`src/rtl/reservation_station.sv`:
```
// reservation_station: holds dispatched ALU ops, snoops ALU/LSB CDB to resolve operands, issues lowest ready entry per cycle (ports: Sys_* control, DPRS_* dispatch in, RSDP_full out, CDBRS_* broadcasts in, RSALU_* issue out)
module reservation_station #(
  parameter int RS_SIZE = 8,
  parameter int RS_WIDTH = 3,
  parameter int ADDR_WIDTH = 32,
  parameter int RoB_WIDTH = 8,
  parameter int EX_RoB_WIDTH = 9,
  parameter logic [EX_RoB_WIDTH-1:0] NON_DEP = {1'b1, {RoB_WIDTH{1'b0}}}
) (
  input  logic                    Sys_clk,
  input  logic                    Sys_rst,
  input  logic                    Sys_rdy,
  input  logic                    RoBRS_pre_judge,
  input  logic                    DPRS_en,
  input  logic [ADDR_WIDTH-1:0]   DPRS_pc,
  input  logic [EX_RoB_WIDTH-1:0] DPRS_Qj,
  input  logic [EX_RoB_WIDTH-1:0] DPRS_Qk,
  input  logic [31:0]             DPRS_Vj,
  input  logic [31:0]             DPRS_Vk,
  input  logic [31:0]             DPRS_imm,
  input  logic [6:0]              DPRS_opcode,
  input  logic [RoB_WIDTH-1:0]    DPRS_RoB_index,
  output logic                    RSDP_full,
  input  logic                    CDBRS_ALU_en,
  input  logic [RoB_WIDTH-1:0]    CDBRS_ALU_RoB_index,
  input  logic [31:0]             CDBRS_ALU_value,
  input  logic                    CDBRS_LSB_en,
  input  logic [RoB_WIDTH-1:0]    CDBRS_LSB_RoB_index,
  input  logic [31:0]             CDBRS_LSB_value,
  output logic                    RSALU_en,
  output logic [6:0]              RSALU_opcode,
  output logic [ADDR_WIDTH-1:0]   RSALU_pc,
  output logic [31:0]             RSALU_Vj,
  output logic [31:0]             RSALU_Vk,
  output logic [31:0]             RSALU_imm,
  output logic [RoB_WIDTH-1:0]    RSALU_RoB_index
);
  localparam logic [RS_WIDTH:0] FULL_AT = (RS_WIDTH+1)'(RS_SIZE-1);
  logic                    busy_q [RS_SIZE];
  logic [6:0]              op_q   [RS_SIZE];
  logic [ADDR_WIDTH-1:0]   pc_q   [RS_SIZE];
  logic [31:0]             imm_q  [RS_SIZE];
  logic [31:0]             vj_q   [RS_SIZE];
  logic [31:0]             vk_q   [RS_SIZE];
  logic [EX_RoB_WIDTH-1:0] qj_q   [RS_SIZE];
  logic [EX_RoB_WIDTH-1:0] qk_q   [RS_SIZE];
  logic [RoB_WIDTH-1:0]    rob_q  [RS_SIZE];
  logic [RS_WIDTH:0]       cnt;
  logic                    free_ok, iss_ok;
  logic [RS_WIDTH-1:0]     free_idx, iss_idx;
  function automatic logic [EX_RoB_WIDTH+31:0] snoop(input logic [EX_RoB_WIDTH-1:0] q, input logic [31:0] v);
    snoop = (CDBRS_ALU_en && q == {1'b0, CDBRS_ALU_RoB_index}) ? {NON_DEP, CDBRS_ALU_value}
          : (CDBRS_LSB_en && q == {1'b0, CDBRS_LSB_RoB_index}) ? {NON_DEP, CDBRS_LSB_value} : {q, v};
  endfunction
  always_comb begin
    cnt = '0;
    free_ok = 1'b0;
    free_idx = '0;
    iss_ok = 1'b0;
    iss_idx = '0;
    for (int i = RS_SIZE-1; i >= 0; i--) begin
      cnt = cnt + (RS_WIDTH+1)'(busy_q[i]);
      if (!busy_q[i]) begin
        free_ok = 1'b1;
        free_idx = RS_WIDTH'(i);
      end
      if (busy_q[i] && qj_q[i] == NON_DEP && qk_q[i] == NON_DEP) begin
        iss_ok = 1'b1;
        iss_idx = RS_WIDTH'(i);
      end
    end
  end
  assign RSDP_full = cnt >= FULL_AT;
  always_ff @(posedge Sys_clk) begin
    if (Sys_rst || !RoBRS_pre_judge) begin
      for (int i = 0; i < RS_SIZE; i++) begin
        busy_q[i] <= 1'b0;
        qj_q[i] <= NON_DEP;
        qk_q[i] <= NON_DEP;
      end
      RSALU_en <= 1'b0;
      RSALU_opcode <= '0;
      RSALU_pc <= '0;
      RSALU_Vj <= '0;
      RSALU_Vk <= '0;
      RSALU_imm <= '0;
      RSALU_RoB_index <= '0;
    end else if (Sys_rdy) begin
      for (int i = 0; i < RS_SIZE; i++)
        if (busy_q[i]) begin
          {qj_q[i], vj_q[i]} <= snoop(qj_q[i], vj_q[i]);
          {qk_q[i], vk_q[i]} <= snoop(qk_q[i], vk_q[i]);
        end
      RSALU_en <= iss_ok;
      if (iss_ok) begin
        busy_q[iss_idx] <= 1'b0;
        RSALU_opcode <= op_q[iss_idx];
        RSALU_pc <= pc_q[iss_idx];
        RSALU_Vj <= vj_q[iss_idx];
        RSALU_Vk <= vk_q[iss_idx];
        RSALU_imm <= imm_q[iss_idx];
        RSALU_RoB_index <= rob_q[iss_idx];
      end
      if (DPRS_en && free_ok) begin
        busy_q[free_idx] <= 1'b1;
        op_q[free_idx] <= DPRS_opcode;
        pc_q[free_idx] <= DPRS_pc;
        imm_q[free_idx] <= DPRS_imm;
        rob_q[free_idx] <= DPRS_RoB_index;
        {qj_q[free_idx], vj_q[free_idx]} <= snoop(DPRS_Qj, DPRS_Vj);
        {qk_q[free_idx], vk_q[free_idx]} <= snoop(DPRS_Qk, DPRS_Vk);
      end
    end else begin
      RSALU_en <= 1'b0;
    end
  end
  always_ff @(posedge Sys_clk)
    if (!Sys_rst && RoBRS_pre_judge && Sys_rdy && DPRS_en)
      assert (free_ok);
endmodule
```
`config.mk`:
```
export PLATFORM = sky130hd
export DESIGN_NAME = reservation_station
export DESIGN_NICKNAME = d
export VERILOG_FILES = /design/src/rtl/reservation_station.sv
export SDC_FILE = /design/constraint.sdc
export NUM_CORES = 2
export LEC_CHECK = 0
export CAP_MARGIN = 25
export CORE_ASPECT_RATIO = 1.5
export CORE_MARGIN = 4
export CORE_UTILIZATION = 54
export DETAILED_ROUTE_END_ITERATION = 10
export PLACE_DENSITY = 0.73
export SETUP_SLACK_MARGIN = 0.05
export SKIP_LAST_GASP = 1
export SYNTH_ARGS = -nofsm -noshare
export SYNTH_HDL_FRONTEND = slang
export SYNTH_SLANG_ARGS = --single-unit
```
`constraint.sdc`:
```
create_clock -name Sys_clk -period 16.7 [get_ports Sys_clk]
set_input_delay 4.175 -clock Sys_clk [delete_from_list [all_inputs] [get_ports Sys_clk]]
set_output_delay 4.175 -clock Sys_clk [all_outputs]
set_load 0.03 [all_outputs]
```
==> Yosys cells after proc, flatten, opt, wreduce, memory -nomap -nowiden <==
Memories as Yosys holds them, arrays and structs flattened. A register that Yosys moved wholly into a read port is not among the register bits.
Index checks and enable logic that the tools add are counted.
{ "totals": {"input_bits": 248, "ff_bits": 721, "wordCells": 366, "out_inout_bits": 145, "memories": 5, "latchBits": 0, "mem_bits_rw": 640, "romBits": 0} }
{ "mem_list": {"columns": ["memory", "words", "width", "read_ports", "rd_ports_with_merged_regs", "wr", "line", "source"], "rows": [
  ["imm_q", 8, 32, 1, 1, 1, "42", "logic [31:0] imm_q [RS_SIZE];"],
  ["pc_q", 8, 32, 1, 1, 1, "41", "logic [ADDR_WIDTH-1:0] pc_q [RS_SIZE];"],
  ["rob_q", 8, 8, 1, 1, 1, "47", "logic [RoB_WIDTH-1:0] rob_q [RS_SIZE];"],
  ["op_q", 8, 7, 1, 1, 1, "40", "logic [6:0] op_q [RS_SIZE];"],
  ["busy_q", 8, 1, 8, 0, 8, "39", "logic busy_q [RS_SIZE];"]
]} }
{ "classes": {"n_lt_le_gt_ge": 4, "bitwise_logic": 4, "n_div": 0, "shift": 0, "reduce_logical": 61, "multipliers": 0, "mux": 198, "add_sub_neg": 7, "eq_ne": 52} }
{ "ops": {"columns": ["operator", "count"], "rows": [
  ["32-bit two-way mux", 53],
  ["41-bit two-way mux", 36],
  ["256-bit bitwise mux", 2],
  ["256-bit two-way mux", 2],
  ["9-bit two-way mux", 49],
  ["9-bit by 8-bit == test with 1-bit output", 36],
  ["32-bit binary-select mux with 3-bit select", 2],
  ["72-bit bitwise mux", 2],
  ["9-bit == test, second input constant", 16],
  ["72-bit two-way mux", 2],
  ["32-bit demux with 3-bit select", 1],
  ["1-bit logical AND", 54],
  ["3-bit two-way mux", 18],
  ["1-bit two-way mux", 30],
  ["9-bit demux with 3-bit select", 1],
  ["4-bit by 1-bit adder with 4-bit output", 4],
  ["4-bit greater-or-equal comparator, second input constant", 2],
  ["3-bit NOT with 4-bit output", 2],
  ["3-bit by 1-bit adder with 4-bit output", 1],
  ["4-bit by 3-bit greater-or-equal comparator with 1-bit output, second input constant", 1],
  ["4-bit by 1-bit < comparator with 1-bit output, second input constant", 1],
  ["2-bit AND reduction", 2],
  ["2-bit by 1-bit adder with 3-bit output", 1],
  ["1-bit by 1-bit adder with 2-bit output", 1],
  ["other kinds (5)", 7]
]} }

==> Depth between registers and ports, before layout <==
{ "logic_depth": {"ltp_word": 17, "mapped_depth": 14} }

==> Least setup slack after synthesis <==
Ideal clock, no wire load.
{ "synth_timing": {"path_type": "in2reg", "startpoint": "input RoBRS_pre_judge", "endpoint": "memory imm_q[0][0] (enable)", "path_slack_ns": -1.007, "arrival_ns": 17.261, "setup_time_ns": 0.446, "required_time_ns": 16.254, "cell_stages": 6, "path_buffers": 2, "path_cell_list": "nor2b_1 -> clkbuf_1 -> nand2_1 -> clkbuf_1 -> inv_1 -> and3_1"} }
{ "synth_between": {"elab_chain_len": 4} }
{ "synth_rtl": {"columns": ["element", "line", "source"], "rows": [
  ["from (decl)", "13", "input logic RoBRS_pre_judge,"],
  ["1-bit logical NOT", "75", "if (Sys_rst || !RoBRS_pre_judge) begin"],
  ["1-bit logical OR", "75", null],
  ["1-bit two-way mux", "75", null],
  ["1-bit two-way mux (not written as such)", "108", "imm_q[free_idx] <= DPRS_imm;"],
  ["to (decl)", "42", null]
]} }
No other way between the ends.

==> summary.txt <==
Pwr
  – P_sw: 1.80 mW
  – Lkg Pwr: 27.8 nW
  – Combinational share of power: 0.063
  – PD cells: 91.1 nW/um2
  – Pint: 5.84 mW
  – Max VDD drop: 0.117 mV
  – Clock network fraction of design power: 0.423
  – Sequential share of power: 0.515
  – Switching Share: 0.236
  – Total power: 7.64 mW

Finish
  – Most frequent cells in the layout: 1,144 x edfxtp_1, 705 x nor2_1, 387 x clkdlybuf4s50_1
  – Fin area: 83,900 um2
  – Fin cells: 8,710
  – Post-layout util: 0.616
  – P&R area growth vs syn: 13.5%
  – Share of layout cells above drive strength 1: 0.0813
  – Commonest non-fill, non-tap cell in the layout: edfxtp_1
  – Nets: 7,062

Synthesis
  – Main synth FF type: edfxtp_1
  – Syn Nets: 7,098
  – Post-synthesis cell count: 6,841
  – Yosys reg bits: 1,440
  – Fraction of registers with async set or reset after synthesis: 0
  – Synth top area share: 0.465
  – Warnings from Yosys: 0
  – EDFF count, synth: 1,144
  – Seq/Total Area, Yosys: 0.545
  – Avg Cell Area, Syn: 10.8 um2
  – Top cells by area, synth: edfxtp_1 46%, dfxtp_1 8.0%, a22oi_1 3.9%
  – Dominant cell type by area after synthesis: edfxtp_1
  – Cell Area, Synth: 73,900 um2
  – Count of different cell masters after synthesis: 62

Setup path
  – Setup CP Type: flop to output port
  – RR Endpoint: RSALU_Vj[30]$_SDFFE_PP0P_
  – Arr. time, crit path: 5080 ps
  – Critical path's slowest cell: clkdlybuf4s50_1
  – Buf+Inv Stages, Crit Path: 3
  – CP Max Fanout: 28
  – Max incr delay on CP: 760 ps
  – CP endpoint kind: output port
  – Most frequent CP cell: fa_1
  – Reg2reg path depth: 11
  – Cell Chain, Critical Path: fa_1, inv_1, fa_1, fa_1, inv_1, ha_1, fa_1, xor2_1, a32o_1, clkdlybuf4s50_1
  – CP Data Required Time: 12,520 ps
  – CP Launch Type: flop
  – Top cell family by delay on the critical path: adder cells
  – Crit. Startpoint: busy_q[6]$_DFF_P_
  – R2R setup slack: 11,340 ps
  – Reg2reg start: busy_q[5]$_DFF_P_

Clocking
  – Hold Buf Count CTS: 0
  – Clock-pin slew on the worst setup and hold paths: 60 ps
  – Total CTS buffers: 142
  – Max Root-Sink Buffers: 3
  – Post_cts resized: 0
  – Skew-Pair Late Insertion Delay: 830 ps
  – H-tree levels: 4
  – Sink Count: 1,440
  – # Post-CTS Setup Buffers: 0
  – CTS root buf: clkbuf_16
  – CTS tree: built

Floorplan
  – Full die area: 143,000 um2
  – Die H: 461 um
  – Row count: 166
  – Placeable Area: 136,000 um2
  – Starting density of the core: 0.542
  – Top Ports: 393
  – Die Wd: 310 um

Drt
  – DR iter-0 viols: 11,300
  – WL/cell: 33.1 um
  – Routed Antenna Nets: 0
  – Drt drc: 0
  – Routed wire length: 288,000 um
  – First-pass detailed-route iteration total: 9
  – Vias per cell: 7.50
  – DR vias: 65,400

STA
  – Final setup viols: 0
  – TNS Setup: 0 ps
  – Setup WS post-layout: 7450 ps
  – Max frequency: 108 MHz
  – Ratio of final minimum period to clock period: 0.554
  – Final Hold Viols: 0
  – Tmin final: 9250 ps
  – Unrepaired setup endpoints after global routing: false
  – Final hold slack: 499 ps
  – Slew Limit Fails: 0
  – Tightest Pin Transition: 1230 ps
  – Post-Route Skew: 30.8 ps
  – Slew HR: 0.181

Global route
  – Global route overflow: 0
  – Largest net degree at the start of global routing: 162
  – Global-route wire length before repair: 416,000 um
  – Initial antenna violation count: 39
  – GRT Resource Usage Total: 0.391
  – Vias in the first global route: 63,900

Job
  – Max-Cap Viols: 0

Placed design
  – Half-perimeter wire length after placement: 153,000 um
  – Setup WS pre-CTS: 7440 ps
  – Placed cell count: 8,418
  – GP Congestion: 0.959
  – IO Port Bufs: 392
  – Post-DP Area: 79,100 um2

Min path
  – Hold path start: RSALU_pc[4]$_SDFFE_PP0P_
  – Hold depth: 2
  – HP Class: flop to flop
  – Hold EP: RSALU_pc[4]$_SDFFE_PP0P_

Run status
  – Status: completed
==> synth_stat cells (15+ instances only) <==
| cell | n |
|---|---|
| o21bai_1 | 97 |
| a21oi_1 | 182 |
| o21a_1 | 143 |
| o22a_1 | 64 |
| nand3b_1 | 38 |
| o22ai_1 | 324 |
| a32o_1 | 145 |
| nor2b_1 | 26 |
| nand3_1 | 33 |
| o21ai_1 | 175 |
| mux2_2 | 64 |
| or3_1 | 15 |
| a22o_1 | 32 |
| nor4_1 | 44 |
| buf_2 | 43 |
| mux2i_1 | 160 |
| nand2_1 | 322 |
| edfxtp_1 | 1144 |
| a32oi_1 | 32 |
| a22oi_1 | 381 |
| nor2_1 | 715 |
| nand4b_1 | 23 |
| o211ai_1 | 64 |
| a221oi_1 | 175 |
| o221ai_1 | 64 |
| xor2_1 | 132 |
| nor3_1 | 28 |
| dfxtp_1 | 296 |
| buf_1 | 92 |
| nand4_1 | 33 |
| o21ai_0 | 299 |
| a21o_1 | 130 |
| inv_1 | 41 |
| clkbuf_1 | 640 |
| a211oi_1 | 225 |
| xnor2_1 | 157 |
| nor4b_1 | 17 |
| a221o_1 | 143 |
| nor3b_1 | 21 |
==> worst reg2reg max path, cell delays in order, from the launching register on <==
cell     delay (ps)
dfxtp_2         330
buf_4           660
nor4b_1         480
nand4_1         210
o22ai_1         660
and3_4          700
buf_4           660
buf_4           840
a32o_1          350
a221o_1         180
a22oi_1          80
o21ai_1         130
==> cells by family (layout without fill, tap and decap cells) <==
logic type                 Yosys count  after routing  synth area share
AOI/OAI and AO/OA                 2684           2684             0.261
buffers and inverters              822            904            0.0425
and+or+nand+nor                   1373           1373            0.0835
xor gates and xnor gates           289            289            0.0343
adders and majority gates            9              9           0.00193
DFF                               1440           1440             0.545
other                                0             23                 0
muxes                              224            224            0.0314
==> final cells by class <==
cell class              count  area [um2]
fillers                 10800       52400
flip-flops and latches   1440       40300
multi-input cells        4579       30900
repair buffers            596        5590
clock buffers             183        3850
well taps                1764        2210
clock inverters            79         768
inverters                  46         176
diodes                     23        57.6
==> how the worst max path moves through the flow <==
stage / depth (start not counted) / slack, ps / to
2_1_floorplan: 6 / 2050 / imm_q[0][0]$_DFFE_PP_
3_3_place_gp: 8 / 7440 / vj_q[251]$_DFFE_PP_
3_5_place_dp: 8 / 7440 / vj_q[249]$_DFFE_PP_
4_1_cts: 10 / 7540 / RSDP_full
5_1_grt: 10 / 7390 / RSDP_full
6_report: 10 / 7450 / RSDP_full
==> power groups by stage <==
stage	Clock (mW)	Combinational, mW	Sequential, mW
6_report	3.23	0.479	3.93
5_1_grt	3.38	0.501	3.93
4_1_cts	3.24	0.462	3.93
3_5_place_dp	0	0.460	4.01
3_3_place_gp	0	0.450	4.00
2_1_floorplan	0	0.260	4.02
==> layer usage <==
layer / vias to the layer above / wire (um) / track usage
met5: - / 230 / 0
met4: 36 / 23800 / 0.275
met3: 1653 / 42600 / 0.144
met2: 5687 / 126000 / 0.594
met1: 31300 / 94900 / 0.459
li1: 26700 / - / -
==> state kept, by name, indices dropped and copies added, names as in the netlist <==
signal	count
RSALU_RoB_index	8
rob_q	64
pc_q	256
RSALU_Vj	32
RSALU_imm	32
imm_q	256
op_q	56
qk_q	72
vk_q	256
RSALU_opcode	7
RSALU_Vk	32
busy_q	8
RSALU_pc	32
RSALU_en	1
qj_q	72
vj_q	256
Power figures use the tool's default switching activity.
